**src/rtl/lc3_mem_arbiter_pkg.sv**
```systemverilog
// Shared types and constants for the LC-3 memory arbiter:
// the sequencer state encoding, requester port IDs and default widths.
package lc3_mem_pkg;

  localparam int LC3_DATA_WIDTH = 16;
  localparam int LC3_ADDR_WIDTH = 16;

  typedef enum logic [1:0] {
    IDLE  = 2'd0,
    ISSUE = 2'd1,
    WAIT  = 2'd2,
    RESP  = 2'd3
  } arb_state_t;

  typedef enum logic {
    PORT_CPU = 1'b0,
    PORT_DMA = 1'b1
  } port_id_t;

endpackage

```
**src/rtl/lc3_mem_arbiter_if.sv**
```systemverilog
// One requester-side memory port: the requester drives req/we/addr/wdata,
// the arbiter answers with a one-cycle ack plus rdata/err.
interface lc3_mem_arbiter_if
  import lc3_mem_pkg::*;
#(
  parameter int DATA_WIDTH = LC3_DATA_WIDTH,
  parameter int ADDR_WIDTH = LC3_ADDR_WIDTH
);
  logic                  req;
  logic                  we;
  logic [ADDR_WIDTH-1:0] addr;
  logic [DATA_WIDTH-1:0] wdata;
  logic                  ack;
  logic [DATA_WIDTH-1:0] rdata;
  logic                  err;

  modport master (output req, we, addr, wdata, input ack, rdata, err);
  modport slave  (input req, we, addr, wdata, output ack, rdata, err);
endinterface

```
**src/rtl/lc3_mem_arbiter_rr.sv**
```systemverilog
// Combinational two-port grant logic: a lone requester always wins; on a tie
// either cpu wins (fixed priority) or the port that did not own the RAM last.
module lc3_rr_arbiter2
  import lc3_mem_pkg::*;
#(
  parameter int FIXED_PRIORITY = 0
) (
  input  logic [1:0] i_req,
  input  port_id_t   i_last_owner,
  output port_id_t   o_grant
);

  // Grant decode; the no-request case is don't-care for the caller.
  always_comb begin
    o_grant = PORT_CPU;
    case (i_req)
      2'b01:   o_grant = PORT_CPU;
      2'b10:   o_grant = PORT_DMA;
      2'b11: begin
        if (FIXED_PRIORITY != 0) begin
          o_grant = PORT_CPU;
        end else if (i_last_owner == PORT_CPU) begin
          o_grant = PORT_DMA;
        end else begin
          o_grant = PORT_CPU;
        end
      end
      default: o_grant = PORT_CPU;
    endcase
  end

endmodule

```
**src/rtl/lc3_mem_arbiter.sv**
```systemverilog
// Two-port arbiter/sequencer in front of lc3_ram: IDLE -> ISSUE -> WAIT -> RESP,
// with a bounded wait for RAM ready and a registered one-cycle ack per access.
module lc3_mem_arbiter
  import lc3_mem_pkg::*;
#(
  parameter int DATA_WIDTH     = LC3_DATA_WIDTH,
  parameter int ADDR_WIDTH     = LC3_ADDR_WIDTH,
  parameter int FIXED_PRIORITY = 0,
  parameter int WAIT_LIMIT     = 15
) (
  input  logic                  clk,
  input  logic                  reset_n,
  lc3_mem_arbiter_if.slave      cpu,
  lc3_mem_arbiter_if.slave      dma,
  output logic                  ram_cs,
  output logic                  ram_r_w,
  output logic [ADDR_WIDTH-1:0] ram_addr,
  output logic [DATA_WIDTH-1:0] ram_data_in,
  input  logic                  ram_ready,
  input  logic [DATA_WIDTH-1:0] ram_data_out,
  output logic                  busy
);

  localparam logic [7:0] WAIT_LAST = 8'(WAIT_LIMIT - 1);

  arb_state_t            r_state;
  port_id_t              r_owner;
  port_id_t              r_last_owner;
  logic                  r_we;
  logic [7:0]            r_wait_cnt;
  logic                  r_ram_cs;
  logic                  r_ram_r_w;
  logic [ADDR_WIDTH-1:0] r_ram_addr;
  logic [DATA_WIDTH-1:0] r_ram_data_in;
  logic                  r_busy;
  logic                  r_cpu_ack, r_cpu_err, r_dma_ack, r_dma_err;
  logic [DATA_WIDTH-1:0] r_cpu_rdata, r_dma_rdata;

  arb_state_t            w_state_nxt;
  port_id_t              w_grant;
  logic [1:0]            w_req;
  logic                  w_sel_we;
  logic [ADDR_WIDTH-1:0] w_sel_addr;
  logic [DATA_WIDTH-1:0] w_sel_wdata;
  logic [DATA_WIDTH-1:0] w_resp_rdata;
  logic                  w_resp_err;
  logic                  w_to_resp;

  assign w_req = {dma.req, cpu.req};

  lc3_rr_arbiter2 #(.FIXED_PRIORITY(FIXED_PRIORITY)) u_rr (
    .i_req        (w_req),
    .i_last_owner (r_last_owner),
    .o_grant      (w_grant)
  );

  assign w_sel_we    = (w_grant == PORT_DMA) ? dma.we    : cpu.we;
  assign w_sel_addr  = (w_grant == PORT_DMA) ? dma.addr  : cpu.addr;
  assign w_sel_wdata = (w_grant == PORT_DMA) ? dma.wdata : cpu.wdata;
  assign w_to_resp   = (r_state == WAIT) && (w_state_nxt == RESP);

  // Next-state and response payload; a write completion returns zero data.
  always_comb begin
    w_state_nxt  = r_state;
    w_resp_rdata = '0;
    w_resp_err   = 1'b0;
    case (r_state)
      IDLE: begin
        if (|w_req) w_state_nxt = ISSUE;
        else        w_state_nxt = IDLE;
      end
      ISSUE: w_state_nxt = WAIT;
      WAIT: begin
        if (ram_ready) begin
          w_state_nxt  = RESP;
          w_resp_rdata = r_we ? '0 : ram_data_out;
        end else if (r_wait_cnt == WAIT_LAST) begin
          w_state_nxt = RESP;
          w_resp_err  = 1'b1;
        end else begin
          w_state_nxt = WAIT;
        end
      end
      RESP:    w_state_nxt = IDLE;
      default: w_state_nxt = IDLE;
    endcase
  end

  // State register, request latches and every registered output.
  always_ff @(posedge clk) begin
    if (!reset_n) begin
      r_state       <= IDLE;
      r_owner       <= PORT_CPU;
      r_last_owner  <= PORT_DMA;
      r_we          <= 1'b0;
      r_wait_cnt    <= 8'd0;
      r_ram_cs      <= 1'b0;
      r_ram_r_w     <= 1'b0;
      r_ram_addr    <= '0;
      r_ram_data_in <= '0;
      r_busy        <= 1'b0;
      r_cpu_ack     <= 1'b0;
      r_cpu_err     <= 1'b0;
      r_cpu_rdata   <= '0;
      r_dma_ack     <= 1'b0;
      r_dma_err     <= 1'b0;
      r_dma_rdata   <= '0;
    end else begin
      r_state <= w_state_nxt;
      r_busy  <= (w_state_nxt != IDLE);
      if ((r_state == IDLE) && (|w_req)) begin
        r_owner       <= w_grant;
        r_last_owner  <= w_grant;
        r_we          <= w_sel_we;
        r_ram_addr    <= w_sel_addr;
        r_ram_data_in <= w_sel_wdata;
      end
      // Strobes are only asserted for the single ISSUE cycle.
      r_ram_cs   <= (r_state == IDLE) && (|w_req);
      r_ram_r_w  <= (r_state == IDLE) && (|w_req) && w_sel_we;
      r_wait_cnt <= (r_state == WAIT) ? (r_wait_cnt + 8'd1) : 8'd0;

      r_cpu_ack   <= w_to_resp && (r_owner == PORT_CPU);
      r_cpu_err   <= w_to_resp && (r_owner == PORT_CPU) && w_resp_err;
      r_cpu_rdata <= (w_to_resp && (r_owner == PORT_CPU)) ? w_resp_rdata : '0;
      r_dma_ack   <= w_to_resp && (r_owner == PORT_DMA);
      r_dma_err   <= w_to_resp && (r_owner == PORT_DMA) && w_resp_err;
      r_dma_rdata <= (w_to_resp && (r_owner == PORT_DMA)) ? w_resp_rdata : '0;
    end
  end

  assign ram_cs      = r_ram_cs;
  assign ram_r_w     = r_ram_r_w;
  assign ram_addr    = r_ram_addr;
  assign ram_data_in = r_ram_data_in;
  assign busy        = r_busy;
  assign cpu.ack     = r_cpu_ack;
  assign cpu.err     = r_cpu_err;
  assign cpu.rdata   = r_cpu_rdata;
  assign dma.ack     = r_dma_ack;
  assign dma.err     = r_dma_err;
  assign dma.rdata   = r_dma_rdata;

endmodule

```
**src/flat_wrapper.sv**
```systemverilog
// flat-port wrapper written by rule: the top's interface ports become plain ports
module lc3_mem_arbiter_flat import lc3_mem_pkg::*;
#(
  parameter int DATA_WIDTH     = LC3_DATA_WIDTH,
  parameter int ADDR_WIDTH     = LC3_ADDR_WIDTH,
  parameter int FIXED_PRIORITY = 0,
  parameter int WAIT_LIMIT     = 15
)
  (clk, reset_n, ram_cs, ram_r_w, ram_addr, ram_data_in, ram_ready, ram_data_out, busy, cpu_req, cpu_we, cpu_addr, cpu_wdata, cpu_ack, cpu_rdata, cpu_err, dma_req, dma_we, dma_addr, dma_wdata, dma_ack, dma_rdata, dma_err);
  lc3_mem_arbiter_if #(.DATA_WIDTH(DATA_WIDTH), .ADDR_WIDTH(ADDR_WIDTH)) cpu_i ();
  lc3_mem_arbiter_if #(.DATA_WIDTH(DATA_WIDTH), .ADDR_WIDTH(ADDR_WIDTH)) dma_i ();
  input  logic clk;
  input  logic reset_n;
  output logic ram_cs;
  output logic ram_r_w;
  output logic [ADDR_WIDTH-1:0] ram_addr;
  output logic [DATA_WIDTH-1:0] ram_data_in;
  input  logic ram_ready;
  input  logic [DATA_WIDTH-1:0] ram_data_out;
  output logic busy;
  input wire logic [$bits(cpu_i.req)-1:0] cpu_req;
  input wire logic [$bits(cpu_i.we)-1:0] cpu_we;
  input wire logic [$bits(cpu_i.addr)-1:0] cpu_addr;
  input wire logic [$bits(cpu_i.wdata)-1:0] cpu_wdata;
  output wire logic [$bits(cpu_i.ack)-1:0] cpu_ack;
  output wire logic [$bits(cpu_i.rdata)-1:0] cpu_rdata;
  output wire logic [$bits(cpu_i.err)-1:0] cpu_err;
  input wire logic [$bits(dma_i.req)-1:0] dma_req;
  input wire logic [$bits(dma_i.we)-1:0] dma_we;
  input wire logic [$bits(dma_i.addr)-1:0] dma_addr;
  input wire logic [$bits(dma_i.wdata)-1:0] dma_wdata;
  output wire logic [$bits(dma_i.ack)-1:0] dma_ack;
  output wire logic [$bits(dma_i.rdata)-1:0] dma_rdata;
  output wire logic [$bits(dma_i.err)-1:0] dma_err;
  assign cpu_i.req = cpu_req;
  assign cpu_i.we = cpu_we;
  assign cpu_i.addr = cpu_addr;
  assign cpu_i.wdata = cpu_wdata;
  assign cpu_ack = cpu_i.ack;
  assign cpu_rdata = cpu_i.rdata;
  assign cpu_err = cpu_i.err;
  assign dma_i.req = dma_req;
  assign dma_i.we = dma_we;
  assign dma_i.addr = dma_addr;
  assign dma_i.wdata = dma_wdata;
  assign dma_ack = dma_i.ack;
  assign dma_rdata = dma_i.rdata;
  assign dma_err = dma_i.err;
  lc3_mem_arbiter #(.DATA_WIDTH(DATA_WIDTH), .ADDR_WIDTH(ADDR_WIDTH), .FIXED_PRIORITY(FIXED_PRIORITY), .WAIT_LIMIT(WAIT_LIMIT)) u_core (.clk(clk), .reset_n(reset_n), .cpu(cpu_i), .dma(dma_i), .ram_cs(ram_cs), .ram_r_w(ram_r_w), .ram_addr(ram_addr), .ram_data_in(ram_data_in), .ram_ready(ram_ready), .ram_data_out(ram_data_out), .busy(busy));
endmodule
```
**config.mk**
```make
export PLATFORM = sky130hd
export DESIGN_NAME = lc3_mem_arbiter_flat
export DESIGN_NICKNAME = d
export VERILOG_FILES = /design/src/rtl/lc3_mem_arbiter_pkg.sv /design/src/rtl/lc3_mem_arbiter_if.sv /design/src/rtl/lc3_mem_arbiter_rr.sv /design/src/rtl/lc3_mem_arbiter.sv /design/src/flat_wrapper.sv
export SDC_FILE = /design/constraint.sdc
export NUM_CORES = 1
export LEC_CHECK = 0
export BUFFER_PORTS_ARGS = -buffer_cell sky130_fd_sc_hd__buf_4
export CAP_MARGIN = 5
export CORE_AREA = 5 5 86 88
export CTS_CLUSTER_DIAMETER = 120
export DETAILED_ROUTE_END_ITERATION = 10
export DIE_AREA = 0 0 91 93
export GPL_ROUTABILITY_DRIVEN = 0
export PLACE_DENSITY = 0.87
export SLEW_MARGIN = 20
export SYNTH_ARGS = -nofsm -noshare
export SYNTH_HDL_FRONTEND = slang
export SYNTH_SLANG_ARGS = --single-unit
```
**constraint.sdc**
```tcl
create_clock -name clk -period 2.5 [get_ports clk]
set_input_delay 0.125 -clock clk [delete_from_list [all_inputs] [get_ports clk]]
set_output_delay 0.125 -clock clk [all_outputs]
set_load 0.02 [all_outputs]
```
==> impl_metrics.ini, run 1 <==
[run_status]
outcome = finished, final reports clean

[die]
die-area_um2 = 8463
std_cell_rows = 30
die_width_um = 91
fp.dieH_um = 93
io_pins = 158
start_util_pct = 46.27
design.core.area_um2 = 6569

[route]
post_drt_wl_per_cell_um = 14.53
dr_total_vias = 2955
drt-initial-drc-count = 142
drcViolationCount = 0
first_pass_iters = 4
ant_nets = 0
via_per_inst = 5.060
routed_wl_um = 8487

[clock_tree]
cts_root_buffer = clkbuf_8
cts_tree = done
cts_buffers = 9
cts.sinks = 84
postCtsResizedCells = 0
cts.htree.levels = 3
clk_pin_slew_ns = 0.09
clk_latency_ns = 0.35
cts_buffer_depth = 2

[synth]
yosys.area.top_type = dfxtp_1
ys_async_sr_fraction_pct = 0
synth_edf_count = 0
ys.flop_type = dfxtp_1
syn_area_um2 = 3039
ys_ff_latch = 84
ys_types = 36
yosysSeqAreaShare_pct = 55.33
ys_warn_count = 0
syn_area_per_cell_um2 = 8.733
synthesis.nets = 440
synth_area_leaders = dfxtp_1 55%, a21oi_1 12%, nand2_1 6.7%, o21ai_0 6.3%, nor2_1 4.8%
syn_inst = 348
synth.top_cell.area_share_pct = 55.33

[finish]
drive_above_1_share_pct = 36.31
area_growth_pct = 45.33
multiInputGateArea_um2 = 1230
fillers = 531
nNetsFinal = 591
seq_area_um2 = 1682
final_cell_mix = 161 x buf_4, 84 x dfxtp_1, 70 x a21oi_1
diodes = 0
final_common_cell = buf_4

[timing]
slew_headroom_pct = 59.83
skew_ns = 0.01245
setup_ws_ns = 0.9286
rsz0062_at_grt = no
worst_slew_pin_slew_ns = 0.5991
post-route-min-period_ns = 1.571
hold_violations = 0
max_clock_freq_ghz = 0.6364
drv_slew = 0
fin_setup_tns_ns = 0
fin_crit_sh_pct = 62.85
setup_viol = 0

[global_route]
overflow = 0
grt.total_usage_pct = 19.14
grt_max_degree = 42
first_global_vias = 2850
grt_pass1_wl_um = 13320
antenna_found_initial = 0

[pwr]
leakage_nw = 2.078
powerDensity_nw_per_um2 = 796.9
ir_worst_vdd_v = 0.0004048

[worst_setup_path]
critPathKind = reg2reg
required_ns = 2.77
end_kind = flop
path_max_fanout = 20
crit_arrival_ns = 1.84
cp-start-kind = flop

[place]
port_buffers = 157
detailedPlace.worstSlack_ns = 0.9567
hpwl_um = 6097

[flow_run]
drv_cap = 0

[worst_hold_path]
hold_class = in2reg
[critical path, cell delays in order (launching register included)]
cell and delay [ns]:
dfxtp_1 0.35, a21boi_2 0.51, buf_4 0.37, a21oi_1 0.11, a21oi_1 0.17
[metrics by stage]
| step | instances | total power [mW] | area (µm²) | util [%] | hold slack [ns] |
|---|---|---|---|---|---|
| final | 584 | 3.520 | 4417 | 67.24 | 0.01276 |
| after global routing | 584 | 3.714 | 4417 | 67.24 | 0.001496 |
| after CTS | 583 | 3.539 | 4407 | 67.09 | 0.001158 |
| after detailed placement | 567 | 2.675 | 4232 | 64.42 | 0.3688 |
| after global placement | 567 | 2.651 | 4232 | 64.42 | 0.3648 |
| after floorplan | 348 | 2.225 | 3039 | - | 0.2591 |
[area by class of cell]
| type | count | share of cell area [%] |
|---|---|---|
| clock inverters | 7 | 1.161 |
| inverters | 3 | 0.2550 |
| clock buffers | 9 | 2.805 |
| flip-flops and latches | 84 | 38.07 |
| repair buffers | 162 | 27.59 |
| multi-input cells | 239 | 27.85 |
| well taps | 80 | 2.266 |
[power breakdown]
group	internal (mW)	total [mW]	switching, mW
registers	1.50	1.59	0.0870
clock network	0.366	0.868	0.502
logic	0.445	1.06	0.616
total	2.31	3.52	1.21
[layer usage]
metal,global-route usage (%),share of wire [%],wire [µm]
met3,8.608,12,1013
met1,21.73,40,3392
met2,31.25,46,3934
met4,7.946,1.7,146
met5,0,0,0
[flip-flops by register name, indices dropped and copies added, names as in the netlist]
signal and count:
u_core.cpu.rdata 16, u_core.dma.rdata 16, u_core.ram_addr 16, u_core.ram_data_in 16, u_core.r_wait_cnt 8, u_core.r_state 2, u_core.busy 1, u_core.cpu.ack 1
u_core.cpu.err 1, u_core.dma.ack 1, u_core.dma.err 1, u_core.r_last_owner 1, u_core.r_owner 1, u_core.r_we 1, u_core.ram_cs 1, u_core.ram_r_w 1
[path summary, 6_finish.rpt]
check,startpoint,to,slack [ns],cells after the start
setup / recovery,u_core.r_last_owner$_SDFFE_PN1P_,u_core.ram_data_in[7]$_SDFFE_PN0P_,0.93,4
hold / removal,cpu_addr[1],u_core.ram_addr[1]$_SDFFE_PN0P_,0.01,3
setup reg to reg,u_core.r_last_owner$_SDFFE_PN1P_,u_core.ram_data_in[7]$_SDFFE_PN0P_,0.93,4
hold reg to reg,u_core.r_wait_cnt[0]$_SDFF_PN0_,u_core.r_wait_cnt[0]$_SDFF_PN0_,0.47,1
[cell families (layout without fill, tap and decap cells)]
logic type               count (synthesis)  in the layout  share of synthesized area (%)
AO/OA/AOI/OAI                          115            115                          19.68
AND/OR/NAND/NOR                        115            115                          17.41
flip-flops                              84             84                          55.33
buffers and inverters                   25            181                          4.323
adder cells (fa/ha/maj)                  5              5                          2.058
XOR/XNOR                                 3              3                         0.8647
multiplexers                             1              1                         0.3294
[repair_timing]
action | CTS | global route
buffers inserted | 0 | 0
hold buffers | 0 | 1
hold endpoints to repair | 0 | 1
[cell usage after synthesis (3+ instances only)]
cell and instances:
dfxtp_1 84, a21oi_1 70, nand2_1 54, nor2_1 39
o21ai_0 38, buf_2 11, clkbuf_1 7, ha_1 5
buf_6 3, inv_1 3, nand3_1 3, or3_1 3
(Power assumes the default switching activity.)
==> run 2: changes to the inputs <==
--- a/config.mk
+++ b/config.mk
@@ -7,12 +7,12 @@
 export LEC_CHECK = 0
 export BUFFER_PORTS_ARGS = -buffer_cell sky130_fd_sc_hd__buf_4
 export CAP_MARGIN = 5
-export CORE_AREA = 5 5 86 88
+export CORE_AREA = 5 5 89 91
 export CTS_CLUSTER_DIAMETER = 120
 export DETAILED_ROUTE_END_ITERATION = 10
-export DIE_AREA = 0 0 91 93
+export DIE_AREA = 0 0 94 96
 export GPL_ROUTABILITY_DRIVEN = 0
-export PLACE_DENSITY = 0.87
+export PLACE_DENSITY = 0.82
 export SLEW_MARGIN = 20
 export SYNTH_ARGS = -nofsm -noshare
 export SYNTH_HDL_FRONTEND = slang
==> constraint.sdc (replaced) <==
create_clock -name clk -period 1.5 [get_ports clk]
set_input_delay 0.075 -clock clk [delete_from_list [all_inputs] [get_ports clk]]
set_output_delay 0.075 -clock clk [all_outputs]
set_load 0.02 [all_outputs]
==> run 2 against run 1 <==
Effect of this change: final cell count is 13% higher; flip-flop and latch count unchanged; via count rose by 13%; final area rose by 16%; critical path depth grew 1; clock-buffer cell count rose by 2; first-iteration DRC count shrank 23%; register-to-register slack got worse by 0.91 ns; combinational power rose by 93%; worst setup slack lost 0.91 ns; sequential power increased by 69%; die area up 6.6%; largest power group unchanged.
==> impl_metrics.ini, run 2 (synthesized netlist as in run 1, its figures left out) <==
[pwr]
ir_worst_vdd_v = 0.0006649
powerDensity_nw_per_um2 = 1249
leakage_nw = 2.386
power_mw = 6.392

[clock_tree]
cts_root_buffer = clkbuf_8
cts_buffers = 9
clk_pin_slew_ns = 0.09
cts.sinks = 84
cts.htree.levels = 3
clk_latency_ns = 0.34
cts_buffer_depth = 2
cts_tree = done

[timing]
skew_ns = 0.009372
rsz0062_at_grt = yes
drv_slew = 0
slew_headroom_pct = 70.43
setup_viol = 0
hold_violations = 0
post-route-min-period_ns = 1.481
max_clock_freq_ghz = 0.6754
fin_crit_sh_pct = 98.71
worst_slew_pin_slew_ns = 0.4435

[route]
via_per_inst = 5.050
top_layer = met4
routed_wl_um = 10460
dr_total_vias = 3333
met2_length_um = 5341
wl_met1_um = 3956
post_drt_wl_per_cell_um = 15.85
ant_nets = 0
drt-initial-drc-count = 110
drcViolationCount = 0
dr_wl_met3_um = 949
first_pass_iters = 6

[worst_setup_path]
crit_arrival_ns = 1.75
path_buf_inv = 1
r2r-end = u_core.dma.rdata[13]$_SDFF_PN0_
path_cells = inv_1 > ha_2 > and3_4 > nand4b_4 > nor2_1
cpPeakStageDelay_ns = 0.35
crit_slowest_cell = ha_2
critPathKind = reg2reg
path_max_fanout = 8
required_ns = 1.77
reg2reg_depth = 5
path_delay_family = simple AND/OR/NAND/NOR gates
worstReg2RegStart = u_core.r_state[1]$_SDFF_PN0_
cp-start-kind = flop
r2r_slack_ns = 0.02
end_kind = flop

[global_route]
grt.total_usage_pct = 22.29
grt_pass1_wl_um = 15880
first_global_vias = 3329
overflow = 0
grt_max_degree = 34
antenna_found_initial = 0

[run_status]
outcome = finished, final reports clean

[finish]
final_cell_mix = 164 x buf_4, 83 x dfxtp_1, 70 x a21oi_1
diodes = 0
final_common_cell = buf_4
area_growth_pct = 68.42
fillers = 492
utilization_pct = 72.51
nNetsFinal = 648
drive_above_1_share_pct = 35.83

[worst_hold_path]
hp-start = dma_addr[10]
hold_class = in2reg
hold_path_depth = 3
hold_path_end = u_core.ram_addr[10]$_SDFFE_PN0P_

[die]
design.core.area_um2 = 7059
die_width_um = 94
std_cell_rows = 31
die-area_um2 = 9024
fp.dieH_um = 96
start_util_pct = 43.05
io_pins = 158

[place]
port_buffers = 157
hpwl_um = 6544

[flow_run]
drv_cap = 0
[run 2: worst register-to-register path, stage by stage, from the launching register on]
cell and delay [ns]:
dfxtp_2 0.34, inv_1 0.06, ha_2 0.35, and3_4 0.27
nand4b_4 0.19, nor2_1 0.20
[run 2: timing repair]
action,4_1_cts,5_1_grt
setup buffers,0,1
hold endpoints to repair,63,0
endpoints found under the setup margin,16,58
pin swaps,1,4
hold buffers,50,0
resized for setup,3,13
gates cloned,1,1
[run 2: how the worst max path moves through the flow]
stage / endpoint / cells past startpoint / from / slack (ns)
global route: u_core.dma.rdata[13]$_SDFF_PN0_ / 5 / u_core.r_state[1]$_SDFF_PN0_ / -0.05
floorplan: u_core.dma.rdata[10]$_SDFF_PN0_ / 7 / u_core.r_state[0]$_SDFF_PN0_ / 0.08
detailed placement: u_core.dma.rdata[12]$_SDFF_PN0_ / 5 / u_core.r_state[0]$_SDFF_PN0_ / -0.02
finish: u_core.dma.rdata[13]$_SDFF_PN0_ / 5 / u_core.r_state[1]$_SDFF_PN0_ / 0.02
CTS: u_core.dma.rdata[2]$_SDFF_PN0_ / 5 / u_core.r_state[1]$_SDFF_PN0_ / 0.01
global placement: u_core.dma.rdata[11]$_SDFF_PN0_ / 5 / u_core.r_state[0]$_SDFF_PN0_ / 0.04
[run 2: layer usage]
layer	track usage, %	vias to the layer above
met3	6.099	27
met5	0	-
met2	40.63	194
li1	-	1599
met4	8.664	0
met1	24.62	1513
[run 2: metrics by stage]
step / cell area (µm²) / setup WS (ns) / instances / setup TNS (ns) / hold slack, ns
2_1_floorplan: 3039 / 0.08406 / 348 / 0 / 0.2091
3_3_place_gp: 4318 / 0.04185 / 591 / 0 / 0.3151
3_5_place_dp: 4318 / -0.01723 / 591 / -0.1662 / 0.3224
4_1_cts: 5055 / 0.01474 / 658 / 0 / 0.001417
5_1_grt: 5119 / -0.05299 / 660 / -0.2793 / 0.01377
6_report: 5119 / 0.01941 / 660 / 0 / 0.01407
[run 2: layout make-up]
| cell class | instances | area, µm² | share of cell area, % |
|---|---|---|---|
| repair buffers | 217 | 1783 | 34.83 |
| flip-flops and latches | 84 | 1683 | 32.88 |
| multi-input cells | 241 | 1306 | 25.52 |
| clock buffers | 11 | 151.4 | 2.958 |
| well taps | 99 | 123.9 | 2.420 |
| clock inverters | 5 | 60.06 | 1.173 |
| inverters | 3 | 11.26 | 0.2200 |
[run 2: report_power, final]
part	internal (mW)	switching, mW	leakage (nW)	total [mW]
sequential	2.51	0.168	0.687	2.68
clock	0.864	0.804	0.106	1.67
combinational	0.927	1.12	1.59	2.05
total	4.30	2.09	2.39	6.39
==> run 3: changes to the inputs <==
--- a/config.mk
+++ b/config.mk
@@ -12,7 +12,7 @@
 export DETAILED_ROUTE_END_ITERATION = 10
 export DIE_AREA = 0 0 94 96
 export GPL_ROUTABILITY_DRIVEN = 0
-export PLACE_DENSITY = 0.82
+export PLACE_DENSITY = 0.78
 export SLEW_MARGIN = 20
 export SYNTH_ARGS = -nofsm -noshare
 export SYNTH_HDL_FRONTEND = slang
==> run 3 against run 2 <==
Effect of this change: worst hold slack improved by 0.0021 ns; first-iteration DRC count is 32% higher; sequential share of layout area decreased by 0.24 points; flip-flop and latch count unchanged; critical endpoint is now u_core.dma.rdata[12]$_SDFF_PN0_; largest cell class unchanged; largest power group unchanged.
==> impl_metrics.ini, run 3 (synthesized netlist as in run 1, its figures left out) <==
[finish]
diodes = 0
final_cell_mix = 164 x buf_4, 83 x dfxtp_1, 70 x a21oi_1
seq_area_um2 = 1683
utilization_pct = 73.04
final_common_cell = buf_4
drive_above_1_share_pct = 36.48
fillers = 490
final_area_um2 = 5156
nNetsFinal = 649
area_growth_pct = 69.66
multiInputGateArea_um2 = 1334

[global_route]
overflow = 0
first_global_vias = 3378
grt_max_degree = 33
grt_pass1_wl_um = 16280
antenna_found_initial = 0
grt.total_usage_pct = 23.15

[worst_setup_path]
critPathKind = reg2reg
crit_arrival_ns = 1.66
path_max_fanout = 8
reg2reg_depth = 5
r2r_slack_ns = 0.07
startpoint = u_core.r_state[1]$_SDFF_PN0_
required_ns = 1.73
end_kind = flop
worstReg2RegStart = u_core.r_state[1]$_SDFF_PN0_
cp-start-kind = flop
r2r-end = u_core.dma.rdata[12]$_SDFF_PN0_

[route]
dr_total_vias = 3361
drt-initial-drc-count = 145
ant_nets = 0
routed_wl_um = 10600
first_pass_iters = 4
via_per_inst = 5.085
post_drt_wl_per_cell_um = 16.03
drcViolationCount = 0

[run_status]
outcome = finished, final reports clean

[place]
port_buffers = 157
place_area_um2 = 4338
hpwl_um = 6704

[pwr]
swShare_pct = 32.63
comb_power_share_pct = 33.2
pwr-share-clk_pct = 25.3
ir_worst_vdd_v = 0.0007912
leakage_nw = 2.395
internal-power_mw = 4.338
powerDensity_nw_per_um2 = 1249
pwr-share-seq_pct = 41.5
net-switching-power_mw = 2.101

[clock_tree]
cts.sinks = 84
clk_latency_ns = 0.34
cts.htree.levels = 3
cts_tree = done
cts_buffers = 9
cts_buffer_depth = 2
cts_root_buffer = clkbuf_8
clk_pin_slew_ns = 0.08

[die]
die_width_um = 94
start_util_pct = 43.05
io_pins = 158
design.core.area_um2 = 7059
fp.dieH_um = 96
die-area_um2 = 9024
std_cell_rows = 31

[worst_hold_path]
hold_path_end = u_core.ram_addr[10]$_SDFFE_PN0P_
hp-start = dma_addr[10]
hold_class = in2reg
hold_path_depth = 3

[timing]
skew_ns = 0.008536
hold_violations = 0
drv_slew = 0
fin_setup_tns_ns = 0
slew_headroom_pct = 72.18
worst_slew_pin_slew_ns = 0.4167
fin_crit_sh_pct = 95.38
setup_viol = 0
post-route-min-period_ns = 1.431
max_clock_freq_ghz = 0.6990

[flow_run]
drv_cap = 0
## run 3: changes by cell type in the layout (fill, tap and decap cells not counted), sizes merged
cell	previous run	this run
dlygate4sd3	50	51
clkinv	3	2
clkbuf	11	12
## run 3: cell type report
type | instances | share of cell area [%]
well taps | 99 | 2.402
inverters | 3 | 0.2184
multi-input cells | 241 | 25.87
repair buffers | 218 | 34.94
clock inverters | 4 | 0.9221
clock buffers | 12 | 3.009
flip-flops and latches | 84 | 32.64
## run 3: through the flow
step | setup slack (ns) | cells | hold WS, ns | total power, mW
floorplan | 0.08406 | 348 | 0.2091 | 3.709
global placement | 0.06796 | 592 | 0.3139 | 4.558
detailed placement | -0.01521 | 592 | 0.3226 | 4.592
CTS | 0.04361 | 659 | 0.0001699 | 6.335
global route | -0.01619 | 661 | 0.006297 | 6.786
finish | 0.06932 | 661 | 0.01615 | 6.439
## run 3: repair_timing
item | in CTS | in global routing
endpoints found under the hold margin | 62 | 1
endpoints found under the setup margin | 16 | 68
gates cloned | 1 | 1
setup buffers | 0 | 0
resized for setup | 3 | 18
pin swaps | 1 | 3
hold buffers | 50 | 1
## run 3: layer usage
metal  vias to the layer above  share of wire [%]  track usage, %
met5                         -                  0               0
li1                       1602                  -               -
met4                         0                3.0           11.31
met1                      1527                 37           25.62
met2                       203                 48           38.56
met3                        29                 12           9.539
## run 3: worst max path at each step
| stage | slack (ns) | end | cells past startpoint |
|---|---|---|---|
| after floorplan | 0.08 | u_core.dma.rdata[10]$_SDFF_PN0_ | 7 |
| after global placement | 0.07 | u_core.dma.rdata[9]$_SDFF_PN0_ | 5 |
| after detailed placement | -0.02 | u_core.dma.rdata[11]$_SDFF_PN0_ | 5 |
| after CTS | 0.04 | u_core.dma.err$_SDFF_PN0_ | 5 |
| after global routing | -0.02 | u_core.dma.rdata[10]$_SDFF_PN0_ | 5 |
| final | 0.07 | u_core.dma.rdata[12]$_SDFF_PN0_ | 5 |
## run 3: critical path: stages, from the launching register on
cell	delay (ns)
dfxtp_2	0.33
inv_1	0.08
ha_2	0.18
or3b_4	0.48
nand4b_4	0.19
nor2_1	0.07
## run 3: power by group through the flow
stage | Sequential (mW) | Clock (mW) | Combinational [mW]
detailed placement | 2.70 | 0 | 1.89
global route | 2.70 | 1.76 | 2.32
floorplan | 2.97 | 0 | 0.737
CTS | 2.66 | 1.66 | 2.02
global placement | 2.69 | 0 | 1.87
finish | 2.67 | 1.63 | 2.14
